--- config.mk ---
export PLATFORM = sky130hd
export DESIGN_NAME = shift_exec
export DESIGN_NICKNAME = d
export VERILOG_FILES = /design/src/rtl/shift_exec_pkg.sv /design/src/rtl/shift_stage.sv /design/src/rtl/shift_exec.sv
export SDC_FILE = /design/constraint.sdc
export NUM_CORES = 1
export LEC_CHECK = 0
export CORE_MARGIN = 2
export CORE_UTILIZATION = 40
export CTS_BUF_LIST = sky130_fd_sc_hd__clkbuf_8
export DETAILED_ROUTE_END_ITERATION = 16
export GPL_TIMING_DRIVEN = 0
export SETUP_SLACK_MARGIN = 0.4
export SYNTH_ARGS = -nofsm -noshare
export SYNTH_HDL_FRONTEND = slang
export SYNTH_SLANG_ARGS = --single-unit
export TNS_END_PERCENT = 100
--- constraint.sdc ---
create_clock -name clk_i -period 3.01 [get_ports clk_i]
set_input_delay 0.4515 -clock clk_i [delete_from_list [all_inputs] [get_ports clk_i]]
set_output_delay 0.4515 -clock clk_i [all_outputs]
set_load 0.01 [all_outputs]
--- src/rtl/shift_exec_pkg.sv ---
// Shared definitions for the iterative shift/rotate unit: op encodings and FSM states.
package shift_exec_pkg;

    localparam logic [1:0] OP_ROL = 2'b00;
    localparam logic [1:0] OP_SLL = 2'b01;
    localparam logic [1:0] OP_ROR = 2'b10;
    localparam logic [1:0] OP_SRL = 2'b11;

    typedef enum logic [1:0] {
        StIdle  = 2'b00,
        StShift = 2'b01,
        StDone  = 2'b10
    } state_e;

endpackage

--- src/rtl/shift_stage.sv ---
// One conditional shift/rotate by 2^k; purely combinational, reused once per iteration.
module shift_stage
    import shift_exec_pkg::*;
#(
    parameter int unsigned WIDTH = 16,
    parameter int unsigned AMT_W = $clog2(WIDTH)
) (
    input  logic [WIDTH-1:0] data_i,
    input  logic [AMT_W-1:0] k_i,
    input  logic             en_i,
    input  logic [1:0]       op_i,
    output logic [WIDTH-1:0] data_o
);

    localparam logic [AMT_W:0] WidthL = (AMT_W+1)'(WIDTH);

    logic [AMT_W:0] sh_amt;
    logic [AMT_W:0] wrap_amt;

    // k never exceeds AMT_W-1, so the stage distance is at most WIDTH/2
    assign sh_amt   = (AMT_W+1)'(1) << k_i;
    assign wrap_amt = WidthL - sh_amt;

    always_comb begin
        data_o = data_i;
        if (en_i) begin
            unique case (op_i)
                OP_ROL:  data_o = (data_i << sh_amt) | (data_i >> wrap_amt);
                OP_SLL:  data_o = data_i << sh_amt;
                OP_ROR:  data_o = (data_i >> sh_amt) | (data_i << wrap_amt);
                OP_SRL:  data_o = data_i >> sh_amt;
                default: data_o = data_i;
            endcase
        end
    end

endmodule

--- src/rtl/shift_exec.sv ---
// Iterative barrel shifter: one binary stage per cycle, ready/valid in and out, kill abort.
// Define SHIFT_EXEC_ZERO_BYPASS_EN to send zero-amount operations straight to DONE.
module shift_exec
    import shift_exec_pkg::*;
#(
    parameter int unsigned WIDTH = 16,
    localparam int unsigned AMT_W = $clog2(WIDTH)
) (
    input  logic             clk_i,
    input  logic             rst_i,
    input  logic             in_valid_i,
    output logic             in_ready_o,
    input  logic [WIDTH-1:0] in_data_i,
    input  logic [AMT_W-1:0] in_amt_i,
    input  logic [1:0]       in_op_i,
    input  logic             kill_i,
    output logic             out_valid_o,
    input  logic             out_ready_i,
    output logic [WIDTH-1:0] out_data_o,
    output logic             busy_o
);

    localparam logic [AMT_W-1:0] KLast = AMT_W'(AMT_W - 1);

    state_e           state_q, state_d;
    logic [WIDTH-1:0] data_q, data_d;
    logic [AMT_W-1:0] amt_q, amt_d;
    logic [AMT_W-1:0] k_q, k_d;
    logic [1:0]       op_q, op_d;
    logic [WIDTH-1:0] stage_out;
    logic             zero_bypass;

    shift_stage #(
        .WIDTH (WIDTH),
        .AMT_W (AMT_W)
    ) u_stage (
        .data_i (data_q),
        .k_i    (k_q),
        .en_i   (amt_q[0]),
        .op_i   (op_q),
        .data_o (stage_out)
    );

`ifdef SHIFT_EXEC_ZERO_BYPASS_EN
    assign zero_bypass = (in_amt_i == '0);
`else
    assign zero_bypass = 1'b0;
`endif

    always_comb begin
        state_d = state_q;
        data_d  = data_q;
        amt_d   = amt_q;
        k_d     = k_q;
        op_d    = op_q;
        if (kill_i) begin
            state_d = StIdle;
        end else begin
            unique case (state_q)
                StIdle: begin
                    if (in_valid_i) begin
                        data_d  = in_data_i;
                        amt_d   = in_amt_i;
                        op_d    = in_op_i;
                        k_d     = '0;
                        state_d = zero_bypass ? StDone : StShift;
                    end
                end
                StShift: begin
                    // amt is consumed LSB-first so bit 0 always gates the current stage
                    data_d = stage_out;
                    amt_d  = amt_q >> 1;
                    k_d    = k_q + AMT_W'(1);
                    if (k_q == KLast) begin
                        state_d = StDone;
                    end
                end
                StDone: begin
                    if (out_ready_i) begin
                        state_d = StIdle;
                    end
                end
                default: state_d = StIdle;
            endcase
        end
    end

    always_ff @(posedge clk_i or posedge rst_i) begin
        if (rst_i) begin
            state_q <= StIdle;
            data_q  <= '0;
            amt_q   <= '0;
            k_q     <= '0;
            op_q    <= OP_ROL;
        end else begin
            state_q <= state_d;
            data_q  <= data_d;
            amt_q   <= amt_d;
            k_q     <= k_d;
            op_q    <= op_d;
        end
    end

    assign in_ready_o  = (state_q == StIdle);
    assign out_valid_o = (state_q == StDone);
    assign busy_o      = (state_q != StIdle);
    assign out_data_o  = data_q;

endmodule
==> flow_metrics.env, run 1 <==
export IMPL_synth_area_sq_um=4220
export IMPL_synth_top_flop_cell="dfrtp_1"
export IMPL_fin_ws_ns=-0.0735
export IMPL_rsz0062_at_grt="yes"
export IMPL_clk_pin_slew_ns=0.11
export IMPL_path_common_cell="buf_6"
export IMPL_finalCritPeriodShare=1.02
export IMPL_holdBufCountCts=0
export IMPL_fin_hold_ws_ns=0.524
export IMPL_fin_crit_ns=3.08
export IMPL_p_leak_uw=0.00229
export IMPL_die_x_um=107
export IMPL_slew_headroom=0.231
export IMPL_cp_end_kind="flip-flop"
export IMPL_fp_coreArea_sq_um=10300
export IMPL_syn_inst=593
export IMPL_start_util=0.410
export IMPL_syn_to_final_growth_pct=38.2
export IMPL_dpl_cell_area_sq_um=4920
export IMPL_design_area_sq_um=5830
export IMPL_ant_nets=0
export IMPL_ys_seq_elements=28
export IMPL_synth_most_common_cell="nand2_1"
export IMPL_hpwl_um=16800
export IMPL_synth_edf_count=0
export IMPL_yosys_area_top_type_share=0.166
export IMPL_viasPerCell=7.13
export IMPL_crit_family="buffers and inverters"
export IMPL_syn_nets=626
export IMPL_portBuffers=45
export IMPL_wirelength_um=23000
export IMPL_cp_required_ns=3.20
export IMPL_ys_top_cells_by_area="dfrtp_1 (17%), mux2i_1 (14%), nand2_1 (6.7%), a21oi_1 (5.0%), o21ai_0 (4.9%)"
export IMPL_nNetsFinal=712
export IMPL_vias=5802
export IMPL_crit_buf_inv=8
export IMPL_ys_types=65
export IMPL_dr_pass1_iters=6
export IMPL_max_freq_mhz=324
export IMPL_clk_latency_ns=0.30
export IMPL_startpoint_type="flip-flop"
export IMPL_fin_util=0.567
export IMPL_cp_arrival_ns=3.28
export IMPL_antenna_found_initial=0
export IMPL_clockBufferDepth=2
export IMPL_fp_dieH_um=107
export IMPL_clock_sinks=28
export IMPL_place_ws_ns=-0.842
export IMPL_critPathSlowestCell="dfrtp_1"
export IMPL_dr_first_iter_drc_count=999
export IMPL_fin_tns_setup_ns=-0.242
export IMPL_yosys_area_top_type="dfrtp_1"
export IMPL_clock_root_buffer="clkbuf_8"
export IMPL_status="finished with violations"
export IMPL_p_per_area_nw_per_um2=1220
export IMPL_worstMarginPinSlew_ns=1.15
export IMPL_yosys_warnings=0
export IMPL_grt_pass1_vias=5536
export IMPL_synthArstFlopShare=1.00
export IMPL_tritoncts="done"
export IMPL_htree_levels=1
export IMPL_numCtsBuffers=3
export IMPL_grt_start_max_net_pins=29
export IMPL_grt_usage=0.398
export IMPL_path_max_fanout=4
export IMPL_wl_per_cell_um=28.2
export IMPL_worstSetupPathType="reg2reg"
export IMPL_syn_area_per_cell_sq_um=7.11
export IMPL_max_stage_delay_ns=0.42
export IMPL_place_congestion=1.07
export IMPL_setup_viol=7
export IMPL_drcViolationCount=0
export IMPL_skew_ns=0.00705
export IMPL_hold_path_class="reg2reg"
export IMPL_antenna_cells=0
export IMPL_cap_viol_max_count=0
export IMPL_rows=37
export IMPL_ir_drop_uv=528
export IMPL_synthTopCellsByCount="nand2_1 (75), mux2i_1 (60), nor2_1 (44)"
export IMPL_nFillCells=979
export IMPL_violations="negative setup slack"
export IMPL_ys_seq_area_frac=0.166
export IMPL_hold_violations=0
export IMPL_io_pins=46
export IMPL_overflow=0
export IMPL_path_cells="inv_2, ha_4, nor3b_4, buf_6, inv_4, buf_8, buf_8, ha_4, xnor2_4, buf_12, buf_6, buf_6, mux2i_1, mux2_4, a21oi_2, nor4_1, a211o_1"
export IMPL_grt_first_pass_wirelength_um=33900
export IMPL_finalMaxSlewViolations=0
export IMPL_die_area_sq_um=11400
export IMPL_drive_above_1_share=0.249
-- state kept, by name (all words and copies together) (netlist names) --
signal      cells
k_q             4
out_data_o     16
state_q         2
op_q            2
amt_q           4
-- final timing paths --
check | startpoint | cells after the start | to | slack, ns
worst max-delay path | k_q[1]$_DFFE_PP0P_ | 17 | out_data_o[7]$_DFFE_PP0P_ | -0.07
worst min-delay path | amt_q[0]$_DFFE_PP0P_ | 2 | amt_q[0]$_DFFE_PP0P_ | 0.52
worst max register to register | k_q[1]$_DFFE_PP0P_ | 17 | out_data_o[7]$_DFFE_PP0P_ | -0.07
worst min register to register | amt_q[0]$_DFFE_PP0P_ | 2 | amt_q[0]$_DFFE_PP0P_ | 0.52
max in group asynchronous | rst_i | 2 | k_q[3]$_DFFE_PP0P_ | 1.50
min in group asynchronous | rst_i | 2 | out_data_o[12]$_DFFE_PP0P_ | 0.74
-- timing repair --
action                     in CTS  in global routing
buffers inserted               26                 10
setup endpoints to repair      16                 16
gates resized for setup        91                 44
pin swaps                      20                 13
-- metrics by stage --
step                power (uW)  std cells
floorplan                 3650        593
global placement          5300        774
detailed placement        5210        774
CTS                       6240        804
global route              7250        814
finish                    7090        814
-- worst min-delay path, delay by kind of cell, from the launching register on --
family / cells / cell delay [ns]
DFF: 1 / 0.38
and+or+nand+nor: 1 / 0.05
AOI/OAI and AO/OA: 1 / 0.06
-- per-layer routing --
metal / part of all wire / global-route usage
met1: 0.37 / 0.511
met2: 0.41 / 0.594
met3: 0.15 / 0.127
met4: 0.075 / 0.211
met5: 0 / 0
-- cell families (layout without fill, tap and decap cells) --
family          Yosys count  count (layout)  share of synthesized area
compound gates          181             181                      0.286
xor+xnor                  3               3                     0.0107
fa+ha+maj                 6               6                     0.0178
buf+inv                  67             152                     0.0694
flops                    28              28                      0.166
mux                      70              70                      0.174
simple gates            238             238                      0.275
-- final cells by class --
type                    count  area [sq um]  share of cell area
clock buffers               4          55.1             0.00945
repair buffers             81           756               0.130
well taps                 136           170              0.0292
plain buffers              52           378              0.0649
multi-input cells         498          3710               0.636
inverters                  15          58.8              0.0101
flip-flops and latches     28           702               0.120
-- layout by cell type, fill, tap and decap left out, types with 6 or more instances in the layout --
cell type	n
a21oi_1	36
o21ai_1	7
a211o_1	6
a21oi_2	6
nor4_1	7
buf_2	8
clkbuf_8	6
a211oi_2	7
o21ai_0	32
o211ai_1	6
buf_4	33
dfrtp_1	27
mux2i_2	16
inv_1	11
mux2i_1	40
clkdlybuf4s50_1	45
clkbuf_1	19
buf_6	9
nand3_1	22
or3_1	6
nor3_1	21
nor2_1	38
and3_1	9
nor2b_1	8
nand2b_1	11
nand2_1	74
a211oi_1	14
nand4_1	7
-- power breakdown --
group          internal [uW]  switching [uW]
combinational           2440            3640
sequential               489             262
clock                    118             142
Note: power is estimated with default switching activity, not from simulation.
==> inputs of run 2 (changes only) <==
--- a/config.mk
+++ b/config.mk
@@ -11,6 +11,7 @@
 export DETAILED_ROUTE_END_ITERATION = 16
 export GPL_TIMING_DRIVEN = 0
 export SETUP_SLACK_MARGIN = 0.4
+export SLEW_MARGIN = 30
 export SYNTH_ARGS = -nofsm -noshare
 export SYNTH_HDL_FRONTEND = slang
 export SYNTH_SLANG_ARGS = --single-unit
==> constraint.sdc (replaced) <==
create_clock -name clk_i -period 3.3 [get_ports clk_i]
set_input_delay 0.495 -clock clk_i [delete_from_list [all_inputs] [get_ports clk_i]]
set_output_delay 0.495 -clock clk_i [all_outputs]
set_load 0.01 [all_outputs]
==> run 2 against run 1 <==
Effect of this change: the run now ends clean; design area shrank 3.0%; highest routed layer unchanged; core utilization down 1.7 points; non-clock buffer count down 9; sequential share of layout area grew 0.35 points.
==> flow_metrics.env, run 2 (synthesized netlist as in run 1, its figures left out) <==
export IMPL_status="finished clean"
export IMPL_start_util=0.410
export IMPL_portBuffers=45
export IMPL_nNetsFinal=703
export IMPL_rsz0062_at_grt="yes"
export IMPL_top_layer_used="met4"
export IMPL_hold_path_class="reg2reg"
export IMPL_ant_nets=0
export IMPL_grt_start_max_net_pins=29
export IMPL_skew_ns=0.0238
export IMPL_ir_drop_uv=523
export IMPL_die_x_um=107
export IMPL_overflow=0
export IMPL_antenna_found_initial=0
export IMPL_place_congestion=1.11
export IMPL_grt_usage=0.393
export IMPL_fin_hold_ws_ns=0.499
export IMPL_finalCritPeriodShare=0.933
export IMPL_viasPerCell=7.20
export IMPL_worstSetupPathType="reg2reg"
export IMPL_max_freq_mhz=325
export IMPL_fp_coreArea_sq_um=10300
export IMPL_hpwl_um=16500
export IMPL_place_ws_ns=-0.881
export IMPL_mostFrequentLayoutCell="nand2_1"
export IMPL_grt_pass1_vias=5592
export IMPL_dr_pass1_iters=8
export IMPL_cp_required_ns=3.52
export IMPL_cp_arrival_ns=3.30
export IMPL_cap_viol_max_count=0
export IMPL_antenna_cells=0
export IMPL_clock_root_buffer="clkbuf_8"
export IMPL_final_cell_mix="nand2_1 (74), clkdlybuf4s50_1 (45), mux2i_1 (42)"
export IMPL_clockBufferDepth=2
export IMPL_syn_to_final_growth_pct=34.0
export IMPL_fin_crit_ns=3.08
export IMPL_wl_per_cell_um=28.4
export IMPL_p_per_area_nw_per_um2=1090
export IMPL_dr_first_iter_drc_count=1127
export IMPL_clk_latency_ns=0.30
export IMPL_finalMaxSlewViolations=0
export IMPL_worstMarginPinSlew_ns=0.913
export IMPL_clk_pin_slew_ns=0.10
export IMPL_holdBufCountCts=0
export IMPL_tritoncts="done"
export IMPL_setup_viol=0
export IMPL_wl_met1_um=8220
export IMPL_path_max_fanout=6
export IMPL_largest_register_ffs=16
export IMPL_numCtsBuffers=3
export IMPL_fp_dieH_um=107
export IMPL_cp_end_kind="flip-flop"
export IMPL_wirelength_um=22900
export IMPL_p_leak_uw=0.00220
export IMPL_rows=37
export IMPL_fin_tns_setup_ns=0
export IMPL_slew_headroom=0.391
export IMPL_fin_ws_ns=0.221
export IMPL_wl_met3_um=3200
export IMPL_routed_wl_met2_um=9470
export IMPL_startpoint_type="flip-flop"
export IMPL_io_pins=46
export IMPL_drive_above_1_share=0.218
export IMPL_hold_violations=0
export IMPL_drcViolationCount=0
export IMPL_clock_sinks=28
export IMPL_die_area_sq_um=11400
export IMPL_vias=5799
export IMPL_grt_first_pass_wirelength_um=33600
export IMPL_htree_levels=1
-- run 2: timing repair --
item / 4_1_cts / 5_1_grt
endpoints found under the hold margin: 0 / 0
resized for setup: 84 / 39
setup endpoints to repair: 16 / 16
pin swaps: 13 / 18
setup buffers: 20 / 6
cloned: 0 / 1
-- run 2: final cells by class --
class	count	area (sq um)
Inverter	15	58.8
Tap cell	136	170
Timing Repair Buffer	72	678
Buffer	52	350
Fill cell	997	4630
Clock buffer	4	55.1
Multi-Input combinational cell	498	3640
Sequential cell	28	701
-- run 2: worst paths after layout --
path	start	endpoint	slack, ns	cells past startpoint
max	k_q[0]$_DFFE_PP0P_	out_data_o[15]$_DFFE_PP0P_	0.22	15
min	amt_q[1]$_DFFE_PP0P_	amt_q[1]$_DFFE_PP0P_	0.50	2
max reg2reg	k_q[0]$_DFFE_PP0P_	out_data_o[15]$_DFFE_PP0P_	0.22	15
min reg2reg	amt_q[1]$_DFFE_PP0P_	amt_q[1]$_DFFE_PP0P_	0.50	2
max in group asynchronous	rst_i	out_data_o[15]$_DFFE_PP0P_	2.26	2
min in group asynchronous	rst_i	out_data_o[10]$_DFFE_PP0P_	0.58	2
-- run 2: layer usage --
layer | vias to the layer above | global-route usage
met5 | - | 0
met4 | 0 | 0.246
met3 | 169 | 0.102
met2 | 570 | 0.596
met1 | 2680 | 0.498
li1 | 2380 | -
-- run 2: worst max-delay path, stage by stage, from the launching register on --
cell	delay, ns
dfrtp_1	0.41
inv_2	0.10
ha_4	0.15
nor3b_4	0.22
buf_6	0.15
inv_4	0.04
buf_12	0.12
buf_8	0.12
ha_4	0.20
buf_12	0.14
xnor2_4	0.23
mux2_2	0.38
nor2_1	0.16
a31oi_2	0.09
a211oi_2	0.30
o311a_1	0.20
-- run 2: power breakdown --
part / total, uW / leakage (uW) / switching (uW) / internal (uW)
Combinational: 5210 / 0.00183 / 3190 / 2030
Sequential: 689 / 0.000340 / 243 / 446
Clock: 234 / 0.0000288 / 127 / 107
Total: 6130 / 0.00220 / 3550 / 2580
-- run 2: per-stage QoR --
stage          power [uW]  cell area [sq um]  cells  utilization
6_report             6130               5650    805        0.550
5_1_grt              6250               5650    805        0.550
4_1_cts              5450               5410    798        0.526
3_5_place_dp         4660               4870    774        0.474
3_3_place_gp         4740               4870    774        0.473
2_1_floorplan        3260               4250    593            -
==> variant: new RTL, config.mk and constraints of run 2 <==
Re-encode `state_e` (3 states) as one-hot, 3 bits wide.
--- a/src/rtl/shift_exec_pkg.sv
+++ b/src/rtl/shift_exec_pkg.sv
@@ -8,6 +8,6 @@
 
-    typedef enum logic [1:0] {
-        StIdle  = 2'b00,
-        StShift = 2'b01,
-        StDone  = 2'b10
+    typedef enum logic [2:0] {
+        StIdle  = 3'b001,
+        StShift = 3'b010,
+        StDone  = 3'b100
     } state_e;
Behaviour: no difference found for any inputs over 10 cycles, from zero or initial values and one cycle with rst_i high; not proved beyond that.
==> variant against run 2 <==
- the flow now finishes with violations (design-rule violations, negative setup slack)
- design area grew 20%
- routed wire length grew 24%
- critical path depth is 2 lower
- worst setup slack worse by 0.23 ns
- count of clock-buffer cells in the layout grew 2
- global-route usage increased by 3.2 points
- area after synthesis grew 13%
- sequential cell count rose by 1
- non-clock buffer count rose by 47
- core utilization grew 4.1 points
Power is not compared: it rests on default switching activity, and its combinational part moved more than twofold at a synthesized area within 25%.
==> variant: results (changes against run 2) <==
metal2 WL: 11,200 µm (was 9470 µm)
global placer's final weighted congestion: 1.10 (was 1.11)
count of final setup violators: 1 (was 0)
fin area: 6800 µm² (was 5650 µm²)
global-route track usage on met1: 54.0% (was 49.8%)
GR Layer Usage met2: 61.1% (was 59.6%)
share of layout cells above drive strength 1: 28.4% (was 21.8%)
Final Worst Setup Slack: -0.00397 ns (was 0.221 ns)
CP max-delay cell: o311ai_0 (was dfrtp_1)
XOR/XNOR Fraction of Synth Area: 1.13% (was 1.07%)
compound-cell area share of the yosys netlist: 34.7% (was 28.6%)
Iter 0 DRT Violations: 1,036 (was 1,127)
post-CTS setup buffers: 40 (was 20)
invs w/o clock: 20 (was 15)
# DRC: 1 (was 0)
sequential share of cell area: 10.7% (was 12.4%)
failing checks: design-rule violations, negative setup slack
Clock Skews: 0.0101 ns (was 0.0238 ns)
CP delay by family, top: compound AO/OA/AOI/OAI gates (was buffers and inverters)
Synth area leaders: dfrtp_1, mux2i_1, nand2_1 (unchanged)
fill count: 1,029 (was 997)
TritonCTS Buffers: 5 (was 3)
dpl hpwl: 19,500 µm (was 16,500 µm)
syn_nets: 735 (was 626)
Critical path origin: k_q[2]$_DFFE_PP0P_ (was k_q[0]$_DFFE_PP0P_)
Worst Hold Endpoint: amt_q[0]$_DFFE_PP0P_ (was amt_q[1]$_DFFE_PP0P_)
routed length per instance: 29.6 µm (was 28.4 µm)
top cells by count, synth: nand2_1, nor2_1, a21oi_1, o21ai_0, clkbuf_1 (was nand2_1, mux2i_1, nor2_1, a21oi_1, o21ai_0)
DR vias/cell: 7.41 (was 7.20)
R2R cell count: 13 (was 15)
hold_ws: 0.534 ns (was 0.499 ns)
status: complete, but fails checks (was finished clean)
M3 GR Usage: 15.7% (was 10.2%)
first-pass detailed-route iteration total: 12 (was 8)
nets@finish: 844 (was 703)
GRT Util Overall: 42.5% (was 39.3%)
Post-DP Area: 5600 µm² (was 4870 µm²)
Arrival @ worst endpoint: 3.52 ns (was 3.30 ns)
#MultiIn Comb: 584 (was 498)
largest stage delay on the critical path: 0.49 ns (was 0.41 ns)
Yosys cell types: 80 (was 65)
mux cell area share after synthesis: 10.2% (was 17.4%)
pin count of the biggest net entering global routing: 30 (was 29)
Non-Clock Buffer Count: 171 (was 124)
register area share after synthesis: 15.2% (was 16.6%)
Post-Synth Adder-Cell Area: 1.57% (was 1.78%)
met3 routed WL: 4640 µm (was 3200 µm)
==> variant: changes by cell type in the layout (fill, tap and decap cells not counted), sizes merged, moves of 8 or more <==
cell   delta
nand2    +16
buf      +43
mux2i    -26
nor3      -9
o21ai     +8
nor2     +35
a21oi    +17
==> variant: worst min-delay path: cells and delay by family, from the launching register on <==
kind	cells	cell delay, ns
compound gates	1	0.07
simple gates	1	0.06
flops	1	0.37
==> variant: per-stage QoR <==
stage	TNS [ns]	setup WS (ns)	utilization (%)	total power, µW	instances
5_1_grt	0	0.0365	59.1	2930	955
6_report	-0.00397	-0.00397	59.1	2890	955
4_1_cts	0	0.0936	55.6	2600	939
2_1_floorplan	0	0.286	-	1410	702
3_5_place_dp	-6.25	-0.639	48.6	2030	890
3_3_place_gp	-6.73	-0.757	48.6	2060	890
